## src/rtl/instr_fetch_unit.sv

```systemverilog
// Purpose: instruction fetch stage. Holds the PC, fetches 16-bit words over a req/ack port and presents decoded fields.
// Latency: 1 cycle from reset release to the first imem_req; imem_ack -> instr_valid on the next cycle.
// Backpressure: instr_ready=0 holds the presented instruction and blocks the next fetch; redirects discard in-flight data.
//
// Ports:
//   clk, rst                  clock (posedge) and synchronous active-high reset
//   imem_req/imem_addr        fetch request and word address; address is stable while imem_req=1
//   imem_ack/imem_rdata       fetch completion and returned instruction word
//   redirect/redirect_pc      branch/jump restart request and its target
//   instr_valid/instr_ready   handshake to the decoder
//   op_code/op1/op2/imm       instruction fields IR[15:12], IR[11:8], IR[7:4], IR[7:0]
//   instr_pc                  address of the presented instruction
module instr_fetch_unit #(
  parameter int                ADDR_W   = 8,
  parameter logic [ADDR_W-1:0] RESET_PC = '0
) (
  input  logic              clk,
  input  logic              rst,
  output logic              imem_req,
  output logic [ADDR_W-1:0] imem_addr,
  input  logic              imem_ack,
  input  logic [15:0]       imem_rdata,
  input  logic              redirect,
  input  logic [ADDR_W-1:0] redirect_pc,
  output logic              instr_valid,
  input  logic              instr_ready,
  output logic [3:0]        op_code,
  output logic [3:0]        op1,
  output logic [3:0]        op2,
  output logic [7:0]        imm,
  output logic [ADDR_W-1:0] instr_pc
);

  typedef enum logic [1:0] {
    IDLE  = 2'd0,
    REQ   = 2'd1,
    DRAIN = 2'd2,
    VALID = 2'd3
  } state_t;

  state_t            state;
  logic [ADDR_W-1:0] pc;
  logic [ADDR_W-1:0] pending_pc;  // redirect target waiting for a stale fetch to return
  logic [15:0]       ir;

  // The address port always shows pc: pc is only updated when the current
  // request completes, so an issued request is never withdrawn or changed.
  assign imem_addr = pc;

  assign op_code = ir[15:12];
  assign op1     = ir[11:8];
  assign op2     = ir[7:4];
  assign imm     = ir[7:0];

  always_ff @(posedge clk) begin
    if (rst) begin
      state       <= IDLE;
      pc          <= RESET_PC;
      pending_pc  <= '0;
      ir          <= '0;
      instr_pc    <= '0;
      imem_req    <= 1'b0;
      instr_valid <= 1'b0;
    end else begin
      case (state)
        IDLE: begin
          // Nothing in flight, so a redirect here has nothing to cancel.
          pc       <= RESET_PC;
          imem_req <= 1'b1;
          state    <= REQ;
        end

        REQ: begin
          if (redirect) begin
            if (imem_ack) begin
              // Returned word belongs to the wrong path: drop it and
              // issue the new address straight away.
              pc <= redirect_pc;
            end else begin
              // Request is outstanding; wait for it before moving on.
              pending_pc <= redirect_pc;
              state      <= DRAIN;
            end
          end else if (imem_ack) begin
            ir          <= imem_rdata;
            instr_pc    <= pc;
            pc          <= pc + ADDR_W'(1);
            imem_req    <= 1'b0;
            instr_valid <= 1'b1;
            state       <= VALID;
          end
        end

        DRAIN: begin
          if (imem_ack) begin
            // A redirect arriving with the ack is newer than the pending one.
            pc    <= redirect ? redirect_pc : pending_pc;
            state <= REQ;
          end else if (redirect) begin
            pending_pc <= redirect_pc;
          end
        end

        VALID: begin
          if (redirect) begin
            pc          <= redirect_pc;
            imem_req    <= 1'b1;
            instr_valid <= 1'b0;
            state       <= REQ;
          end else if (instr_ready) begin
            imem_req    <= 1'b1;
            instr_valid <= 1'b0;
            state       <= REQ;
          end
        end

        default: begin
          imem_req    <= 1'b0;
          instr_valid <= 1'b0;
          state       <= IDLE;
        end
      endcase
    end
  end

endmodule

```

## config.mk

```make
export PLATFORM = sky130hd
export DESIGN_NAME = instr_fetch_unit
export DESIGN_NICKNAME = d
export VERILOG_FILES = /design/src/rtl/instr_fetch_unit.sv
export SDC_FILE = /design/constraint.sdc
export NUM_CORES = 1
export LEC_CHECK = 0
export CORE_ASPECT_RATIO = 0.75
export CORE_MARGIN = 1
export CORE_UTILIZATION = 45
export CTS_CLUSTER_SIZE = 30
export DETAILED_ROUTE_END_ITERATION = 8
export GPL_TIMING_DRIVEN = 1
export PLACE_DENSITY = 0.79
export SLEW_MARGIN = 10
export SYNTH_ARGS = -nofsm -noshare
export SYNTH_HDL_FRONTEND = slang
export SYNTH_SLANG_ARGS = --single-unit
```

## constraint.sdc

```tcl
create_clock -name clk -period 1.71 [get_ports clk]
set_clock_uncertainty 0.1 [all_clocks]
set_input_delay 0.4275 -clock clk [delete_from_list [all_inputs] [get_ports clk]]
set_output_delay 0.4275 -clock clk [all_outputs]
set_load 0.02 [all_outputs]
```

==> impl_metrics.env <==
export IMPL_drive_gt1_share_pct=13.9
export IMPL_worst_slew_pin_slew_ps=401
export IMPL_maxSlewViolCount=0
export IMPL_dieHeight_um=60.1
export IMPL_whs_path_depth=2
export IMPL_antenna_found_initial=0
export IMPL_required_ps=1800
export IMPL_grt_pass1_wl_mm=8.49
export IMPL_hold_start="instr_pc[6]"
export IMPL_reg2reg_depth=4
export IMPL_slowest_stage="or4b_1"
export IMPL_period_minus_slack_ps=1630
export IMPL_grt_max_degree=27
export IMPL_slew_headroom_pct=73.2
export IMPL_clock_root_buffer="clkbuf_8"
export IMPL_dp_cells=371
export IMPL_final_cell_mix="nand2_1, dfxtp_1, dlygate4sd2_1"
export IMPL_cp_slowest_stage_delay_ps=530
export IMPL_place_area_um2=2850
export IMPL_worstHoldEndpoint="instr_pc[6]"
export IMPL_hold_viol=0
export IMPL_path_cells="nand4_2 -> or4b_1 -> a32oi_1 -> o2bb2ai_1"
export IMPL_drt_iter0_markers=157
export IMPL_ir_worst_vdd_uv=608
export IMPL_crit_type="reg2reg"
export IMPL_io_buffer_count=66
export IMPL_cp_max_fo=4
export IMPL_ys_ff_latch=44
export IMPL_syn_area_um2=2020
export IMPL_cp_num_buf_inv=0
export IMPL_hp_class="reg2reg"
export IMPL_power_mw=2.33
export IMPL_status="complete, no violations"
export IMPL_dieArea_um2=4770
export IMPL_yosysSeqAreaShare_pct=43.6
export IMPL_p_per_area_nw_per_um2=796
export IMPL_die_w_um=79.4
export IMPL_ios=67
export IMPL_synthFlopType="dfxtp_1"
export IMPL_clkTransAtPathRegs_ps=90
export IMPL_rows=20
export IMPL_pre_cts_slack_ps=-416
export IMPL_synth_edf_count=0
export IMPL_cts_tree="built"
export IMPL_drc_errors=0
export IMPL_coreArea_um2=4180
export IMPL_n_antenna_cell=0
export IMPL_grt_setup_unrepaired="false"
export IMPL_cp_arrival_ps=1720
export IMPL_fmax_ghz=0.613
export IMPL_grt_pass1_vias=1837
export IMPL_final_setup_tns_ps=0
export IMPL_grt_usage_pct=23.6
export IMPL_synth_net_count=275
export IMPL_maxCapViolations=0
export IMPL_post_drt_via_cell_ratio=5.31
export IMPL_htree_levels=2
export IMPL_final_common_cell="nand2_1"
export IMPL_setup_viol=0
export IMPL_avgSynthCellArea_um2=8.25
export IMPL_drt_wl_total_mm=5.21
export IMPL_ctsHoldBuffers=0
export IMPL_design_area_um2=2930
export IMPL_synthCells=245
export IMPL_setup_worst_path_start_class="register"
export IMPL_r2r_slack_ps=80
export IMPL_p_leak_nw=1.27
export IMPL_place_hpwl_mm=3.79
export IMPL_final_cells=379
export IMPL_gp_congestion=0.857
export IMPL_grt_ovfl_total=0
export IMPL_worst_r2r_endpoint="imem_addr[7]"
export IMPL_clkLatencyLatePin_ps=300
export IMPL_cts_buffer_depth=2
export IMPL_yosysWarnings=0
export IMPL_r2r_start="imem_addr[4]"
export IMPL_wl_per_cell_um=13.7
export IMPL_via_count=2011
export IMPL_drtPass1Iterations=4
export IMPL_nets=353
export IMPL_cts_sinks=44
export IMPL_synth_async_reset_ratio_pct=0
export IMPL_cts_made_buffers=5
export IMPL_start_util_pct=48.4
export IMPL_end_kind="register"
export IMPL_areaGrowthSynthToFinish_pct=44.7
export IMPL_synth_distinct_cells=42
export IMPL_ant_nets=0
export IMPL_fin_crit_sh_pct=95.3
export IMPL_crit_family="simple AND/OR/NAND/NOR gates"
export IMPL_worst_slack_ps=80.0
## logic make-up (layout without fill, tap and decap cells)
group / count (synthesis) / after routing / synth area share [%]
AND/OR/NAND/NOR: 91 / 91 / 19.4
AO/OA/AOI/OAI: 71 / 71 / 23.3
flip-flops: 44 / 44 / 43.6
buffers and inverters: 26 / 105 / 7.18
multiplexers: 10 / 10 / 5.01
XOR/XNOR: 2 / 2 / 0.866
adder cells (fa/ha/maj): 1 / 1 / 0.619
## cell type report
| class | count | area (µm²) |
|---|---|---|
| clock buffers | 6 | 82.6 |
| clock inverters | 2 | 38.8 |
| fillers | 369 | 1250 |
| inverters | 4 | 15.0 |
| multi-input cells | 175 | 996 |
| flip-flops and latches | 44 | 886 |
| well taps | 55 | 68.8 |
| repair buffers | 93 | 838 |
## registers in the layout, indices dropped and copies added (netlist names)
signal	count
imem_req	1
state	2
pending_pc	8
ir	16
imem_addr	8
instr_pc	8
instr_valid	1
## worst max path at each step
stage	start	to	slack [ps]	cells after the start
after detailed placement	imem_ack	imem_addr[2]	-420	5
after global routing	imem_addr[6]	imem_addr[6]	20	1
after global placement	redirect	imem_addr[2]	-390	5
after floorplan	imem_addr[2]	imem_addr[7]	10	5
final	imem_addr[4]	imem_addr[7]	80	4
after CTS	imem_addr[2]	imem_addr[5]	40	5
## metal layers
metal  global-route usage [%]  up-vias  wire [µm]
met5                        0        -          0
met4                     3.90        0         18
met3                     7.48        2        353
met2                     37.9       66       2280
met1                     31.8      939       2550
li1                         -     1004          -
## through the flow
step	util, %	hold slack, ps
2_1_floorplan	-	354
3_3_place_gp	68.2	342
3_5_place_dp	68.2	345
4_1_cts	69.9	355
5_1_grt	70.0	379
6_report	70.0	353
## where the power goes
part           internal, mW  switching, mW  leakage, nW  total [mW]
registers              1.06         0.0318        0.359        1.09
clock network         0.478          0.359       0.0614       0.837
logic                 0.198          0.201        0.851       0.399
total                  1.74          0.591         1.27        2.33
## timing repair
action / 4_1_cts / 5_1_grt
endpoints found under the setup margin: 52 / 12
pin swaps: 0 / 0
buffers inserted: 0 / 0
gates resized for setup: 40 / 4
## synthesized netlist by cell type (5+ instances only)
cell type  number  area, µm²
buf_2           8       40.0
o21a_1          7       52.6
nor3_1          5       25.0
buf_4          10       75.1
nand2_1        52        195
a21oi_1        25        125
mux2i_1         9       90.1
o21ai_0        11       55.1
nor2_1         21       78.8
dfxtp_1        44        881
## worst register-to-register path, stage by stage (launching register included)
cell	delay (ps)
dfxtp_1	420
nand4_2	170
or4b_1	530
a32oi_1	230
o2bb2ai_1	80
No activity file was read; power rests on OpenSTA's default activity.
==> edit 1 (same settings) <==
Make the reset (`rst`) asynchronous in one clocked block. Comments in the files are not updated.
--- a/src/rtl/instr_fetch_unit.sv
+++ b/src/rtl/instr_fetch_unit.sv
@@ -52,7 +52,7 @@
   assign op2     = ir[7:4];
   assign imm     = ir[7:0];
 
-  always_ff @(posedge clk) begin
+  always_ff @(posedge clk or posedge rst) begin
     if (rst) begin
       state       <= IDLE;
       pc          <= RESET_PC;
Function: differs if rst is asserted again (counterexample within 4 cycles, from zero or initial values and one cycle with rst high); with rst held inactive, the same outputs for 10 cycles.
==> edit 1 against the original RTL <==
The run now ends with setup timing left. Count of clock-buffer cells in the layout rose by 1. Cell area rose by 19%. Core utilization rose by 6.5 points. Largest cell class unchanged. Setup slack got worse by 0.16 ns. Wire length rose by 20%. Via count fell by 1.6%. Sequential share of layout area rose by 1.5 points. First-iteration DRC count fell by 17%. Synthesized area rose by 7.5%. Fmax fell by 9.1%. Sequential cell count did not move.
Power is not compared: it rests on default switching activity, and its combinational part moved more than twofold at a synthesized area within 25%.
==> edit 1: results (changes against the original RTL) <==
* Worst-Margin Slew at 0.410 ns (was 0.401 ns)
* Final worst slack at -0.0842 ns (was 0.0800 ns)
* Dominant delay contributor by cell family on the critical path: flip-flops (was simple AND/OR/NAND/NOR gates)
* Post-Syn Instances at 189 (was 245)
* R2R cell count at 6 (was 4)
* Synth Area in Compound Gates at 0.135 (was 0.233)
* First-pass GRT wire length at 8.83 mm (was 8.49 mm)
* Unique cell type count in the Yosys netlist at 43 (was 42)
* Area occupied by multi-input gates at 1140 um2 (was 996 um2)
* Non-clock inverter count at 8 (was 4)
* GRT Total Usage at 0.231 (was 0.236)
* Initial DRC Count at 130 (was 157)
* Xor and xnor area share after synthesis at 0.00403 (was 0.00866)
* Failing checks: setup timing
* # fillers at 314 (was 369)
* Multiplexer share of the synthesized area at 0.176 (was 0.0501)
* Placed insts at 336 (was 371)
* P_leak at around 1.6 nW
* Clock buf/inv share at 0.0270 (was 0.0415)
* Internal power at between 3 and 4 mW
* Post-Synth Adder-Cell Area at 0.0288 (was 0.00619)
* Top post-synthesis cells by area: dfrtp_1 (51%), mux2_2 (17%), o21ai_0 (3.0%), ha_1 (2.9%), nand2_1 (1.9%) (was dfxtp_1 (44%), nand2_1 (9.7%), a21oi_1 (6.2%), mux2i_1 (4.5%), nor2_1 (3.9%))
* Largest family of logic cells by synthesized area: multiplexers (was compound AO/OA/AOI/OAI gates)
* Outcome: finished with violations (was finished clean)
* DRT Wirelength at 6.24 mm (was 5.21 mm)
* Min-Delay Path Class: in2async (was reg2reg)
* Plain + repair buffers at 114 (was 93)
* Gpl congestion at 0.860 (was 0.857)
* Worst-path maximum fanout at 6 (was 4)
* Num sequential at 44 (unchanged)
* Final setup viols at 18 (was 0)
* Vias in the first global route at 1879 (was 1837)
* Net count after synthesis at 223 (was 275)
* Yosys warns at 0 (unchanged)
* Critical Path Max Stage Delay at 0.46 ns (was 0.53 ns)
* Number of flip-flops under the largest register name at 16 (unchanged)
* Post-synth ARST share at 1.00 (was 0)
* Non-clock buffer share at 0.297 (was 0.287)
* DR vias/cell at 5.56 (was 5.31)
* Dpl hpwl at 3.86 mm (was 3.79 mm)
* Reg area at 1100 um2 (was 886 um2)
* Non-Filler Instances at 356 (was 379)
* Clock Latency Late Sink at 0.29 ns
* Worst path arrival time at 1.88 ns (was 1.72 ns)
* Clkbuf count at 7 (was 6)
* Layout cell share with drive strength beyond 1 at 0.408 (was 0.139)
* CP max stage cell: dfrtp_2 (was or4b_1)
* Input/output buffers at 66 (unchanged)
* Post-synthesis sequential area ratio at 0.506 (was 0.436)
* NumNets Final at 332 (was 353)
* Number of detailed-route iterations in the first pass at 4 (unchanged)
* Post-synth top cells: dfrtp_1 (44), mux2_2 (33), o21ai_0 (13) (was nand2_1 (52), dfxtp_1 (44), a21oi_1 (25))
* #MultiIn Comb at 125 (was 175)
-- edit 1: timing repair --
item	4_1_cts	5_1_grt
gates cloned	1	1
setup endpoints to repair	76	29
pin swaps	4	8
setup buffers	8	3
hold buffers	0	0
gates resized for setup	59	32
-- edit 1: metrics by stage --
step / TNS, ns / hold WS, ns / area, um2 / total power, mW / worst slack (ns)
after floorplan: -0.339 / 0.375 / 2190 / 3.77 / -0.0194
after global placement: -12.67 / 0.373 / 3120 / 5.27 / -0.366
after detailed placement: -13.24 / 0.381 / 3120 / 5.37 / -0.417
after CTS: -0.698 / 0.363 / 3330 / 5.99 / -0.0615
after global routing: -2.05 / 0.391 / 3480 / 6.79 / -0.116
final: -1.03 / 0.355 / 3480 / 6.43 / -0.0842
-- edit 1: cells by family after synthesis --
kind of cell               Yosys count
adders and majority gates            5
xor gates and xnor gates             1
AOI/OAI and AO/OA                   43
and+or+nand+nor                     42
muxes                               34
DFF                                 44
buffers and inverters               20
-- edit 1: final timing paths --
kind                                              start                      end  slack [ns]
worst max-delay path               state[0]$_DFFE_PP0P_        ir[6]$_DFFE_PP0P_       -0.08
worst min-delay path                                rst        ir[1]$_DFFE_PP0P_        0.36
worst max register to register     state[0]$_DFFE_PP0P_        ir[6]$_DFFE_PP0P_       -0.08
worst min register to register  instr_pc[4]$_DFFE_PP0P_  instr_pc[4]$_DFFE_PP0P_        0.40
max in group asynchronous                           rst     state[0]$_DFFE_PP0P_        0.82
min in group clk                instr_pc[4]$_DFFE_PP0P_  instr_pc[4]$_DFFE_PP0P_        0.40
-- edit 1: per-layer routing --
layer	vias to the layer above	GRT usage	routed length (um)
li1	905	-	-
met1	999	0.308	2750
met2	68	0.362	3040
met4	0	0.0724	70
met3	7	0.0618	379
met5	-	0	0
==> edit 2 (config.mk and constraints unchanged) <==
Made on the original files. Set the parameter `ADDR_W` to 9 (it was 8).
--- a/src/rtl/instr_fetch_unit.sv
+++ b/src/rtl/instr_fetch_unit.sv
@@ -11,7 +11,7 @@
 //   op_code/op1/op2/imm       instruction fields IR[15:12], IR[11:8], IR[7:4], IR[7:0]
 //   instr_pc                  address of the presented instruction
 module instr_fetch_unit #(
-  parameter int                ADDR_W   = 8,
+  parameter int                ADDR_W   = 9,
   parameter logic [ADDR_W-1:0] RESET_PC = '0
 ) (
   input  logic              clk,
Interface: changed (resized imem_addr, instr_pc and redirect_pc); port bits go from 67 to 70. No check against the original RTL was run, so the function may have changed too.
==> edit 2 against the original RTL <==
Power is 6.6% higher. Global-route usage is 1.1 points higher. Sequential cell count up 3. Cell area grew 12%. Wire length rose by 20%. Clock power down 2%. Combinational power rose by 24%. Synthesized area is 9.2% higher. Setup slack worse by 0.025 ns. Sequential power up 6%. Largest power group unchanged. Highest routed layer unchanged.
==> edit 2: results (changes against the original RTL) <==
* Outcome: finished clean (unchanged)
* Vias in the first global route at 2140 (was 1837)
* R2R cell count at 5 (was 4)
* Top post-synthesis cells by area: dfxtp_1 (43%), nand2_1 (11%), a21oi_1 (7.9%), mux2i_1 (5.0%), nor2_1 (3.4%) (was dfxtp_1 (44%), nand2_1 (9.7%), a21oi_1 (6.2%), mux2i_1 (4.5%), nor2_1 (3.9%))
* Gpl congestion at 0.882 (was 0.857)
* Worst-path maximum fanout at 8 (was 4)
* GR Util met1 at 0.356 (was 0.318)
* Internal power at 1.81 mW (was 1.74 mW)
* DRT Wirelength at 6.23 mm (was 5.21 mm)
* Unique cell type count in the Yosys netlist at 46 (was 42)
* Reg power frac at 0.469 (was 0.470)
* Placed insts at 411 (was 371)
* Net count after synthesis at 304 (was 275)
* WL met2 at 2.77 mm (was 2.28 mm)
* Worst path arrival time at 1.13 ns (was 1.72 ns)
* NumNets Final at 394 (was 353)
* Pre-CTS setup slack at -0.583 ns (was -0.416 ns)
* Max VDD drop at 470 uV (was 608 uV)
* Dpl hpwl at 4.53 mm (was 3.79 mm)
* Post-synth top cells: nand2_1 (65), dfxtp_1 (47), a21oi_1 (35) (was nand2_1 (52), dfxtp_1 (44), a21oi_1 (25))
* Metal3 WL at 405 um (was 353 um)
* Average size of a mapped cell at 8.09 um2 (was 8.25 um2)
* DR vias/cell at 5.37 (was 5.31)
* WL/cell at 14.8 um (was 13.7 um)
* Largest net degree at the start of global routing at 32 (was 27)
* Max-slew headroom at 0.618 (was 0.732)
* First-pass GRT wire length at 10.5 mm (was 8.49 mm)
* GRT Total Usage at 0.248 (was 0.236)
* Met1 wire length at 3.02 mm (was 2.55 mm)
* Initial DRC Count at 98 (was 157)
-- edit 2: final cells by class --
type                    count  share of cell area
well taps                  57              0.0218
clock inverters             3              0.0134
inverters                   3             0.00344
multi-input cells         200               0.359
clock buffers               5              0.0210
flip-flops and latches     47               0.291
repair buffers            106               0.290
-- edit 2: critical path: stages, from the launching register on --
cell and delay [ns]:
dfxtp_4 0.35, buf_4 0.14, dlygate4sd2_1 0.34
-- edit 2: worst paths after layout --
path,start,endpoint,slack [ns]
worst max-delay path,imem_addr[0]$_SDFFE_PP0P_,imem_addr[0],0.05
worst min-delay path,instr_pc[6]$_SDFFE_PP0P_,instr_pc[6]$_SDFFE_PP0P_,0.36
worst max register to register,state[0]$_SDFFE_PP0P_,imem_addr[6]$_SDFFE_PP0P_,0.05
worst min register to register,instr_pc[6]$_SDFFE_PP0P_,instr_pc[6]$_SDFFE_PP0P_,0.36
-- edit 2: what timing repair did --
action,CTS,global route
cloned,0,1
hold buffers,0,0
pin swaps,1,1
setup buffers,0,1
setup endpoints to repair,85,9
gates resized for setup,47,15
-- edit 2: per-stage QoR --
step	area, um2	TNS (ns)	power, mW
after floorplan	2220	-0.0209	1.44
after global placement	3140	-18.17	1.68
after detailed placement	3140	-20.29	1.68
after CTS	3220	0	2.48
after global routing	3270	0	2.59
final	3270	0	2.48
-- edit 2: kinds of logic (layout without fill, tap and decap cells) --
kind of cell,Yosys count,in the layout,share of synthesized area
AOI/OAI and AO/OA,77,77,0.231
DFF,47,47,0.426
adders and majority gates,2,2,0.0102
xor gates and xnor gates,1,1,0.00397
buffers and inverters,26,117,0.0618
and+or+nand+nor,109,109,0.217
muxes,11,11,0.0499
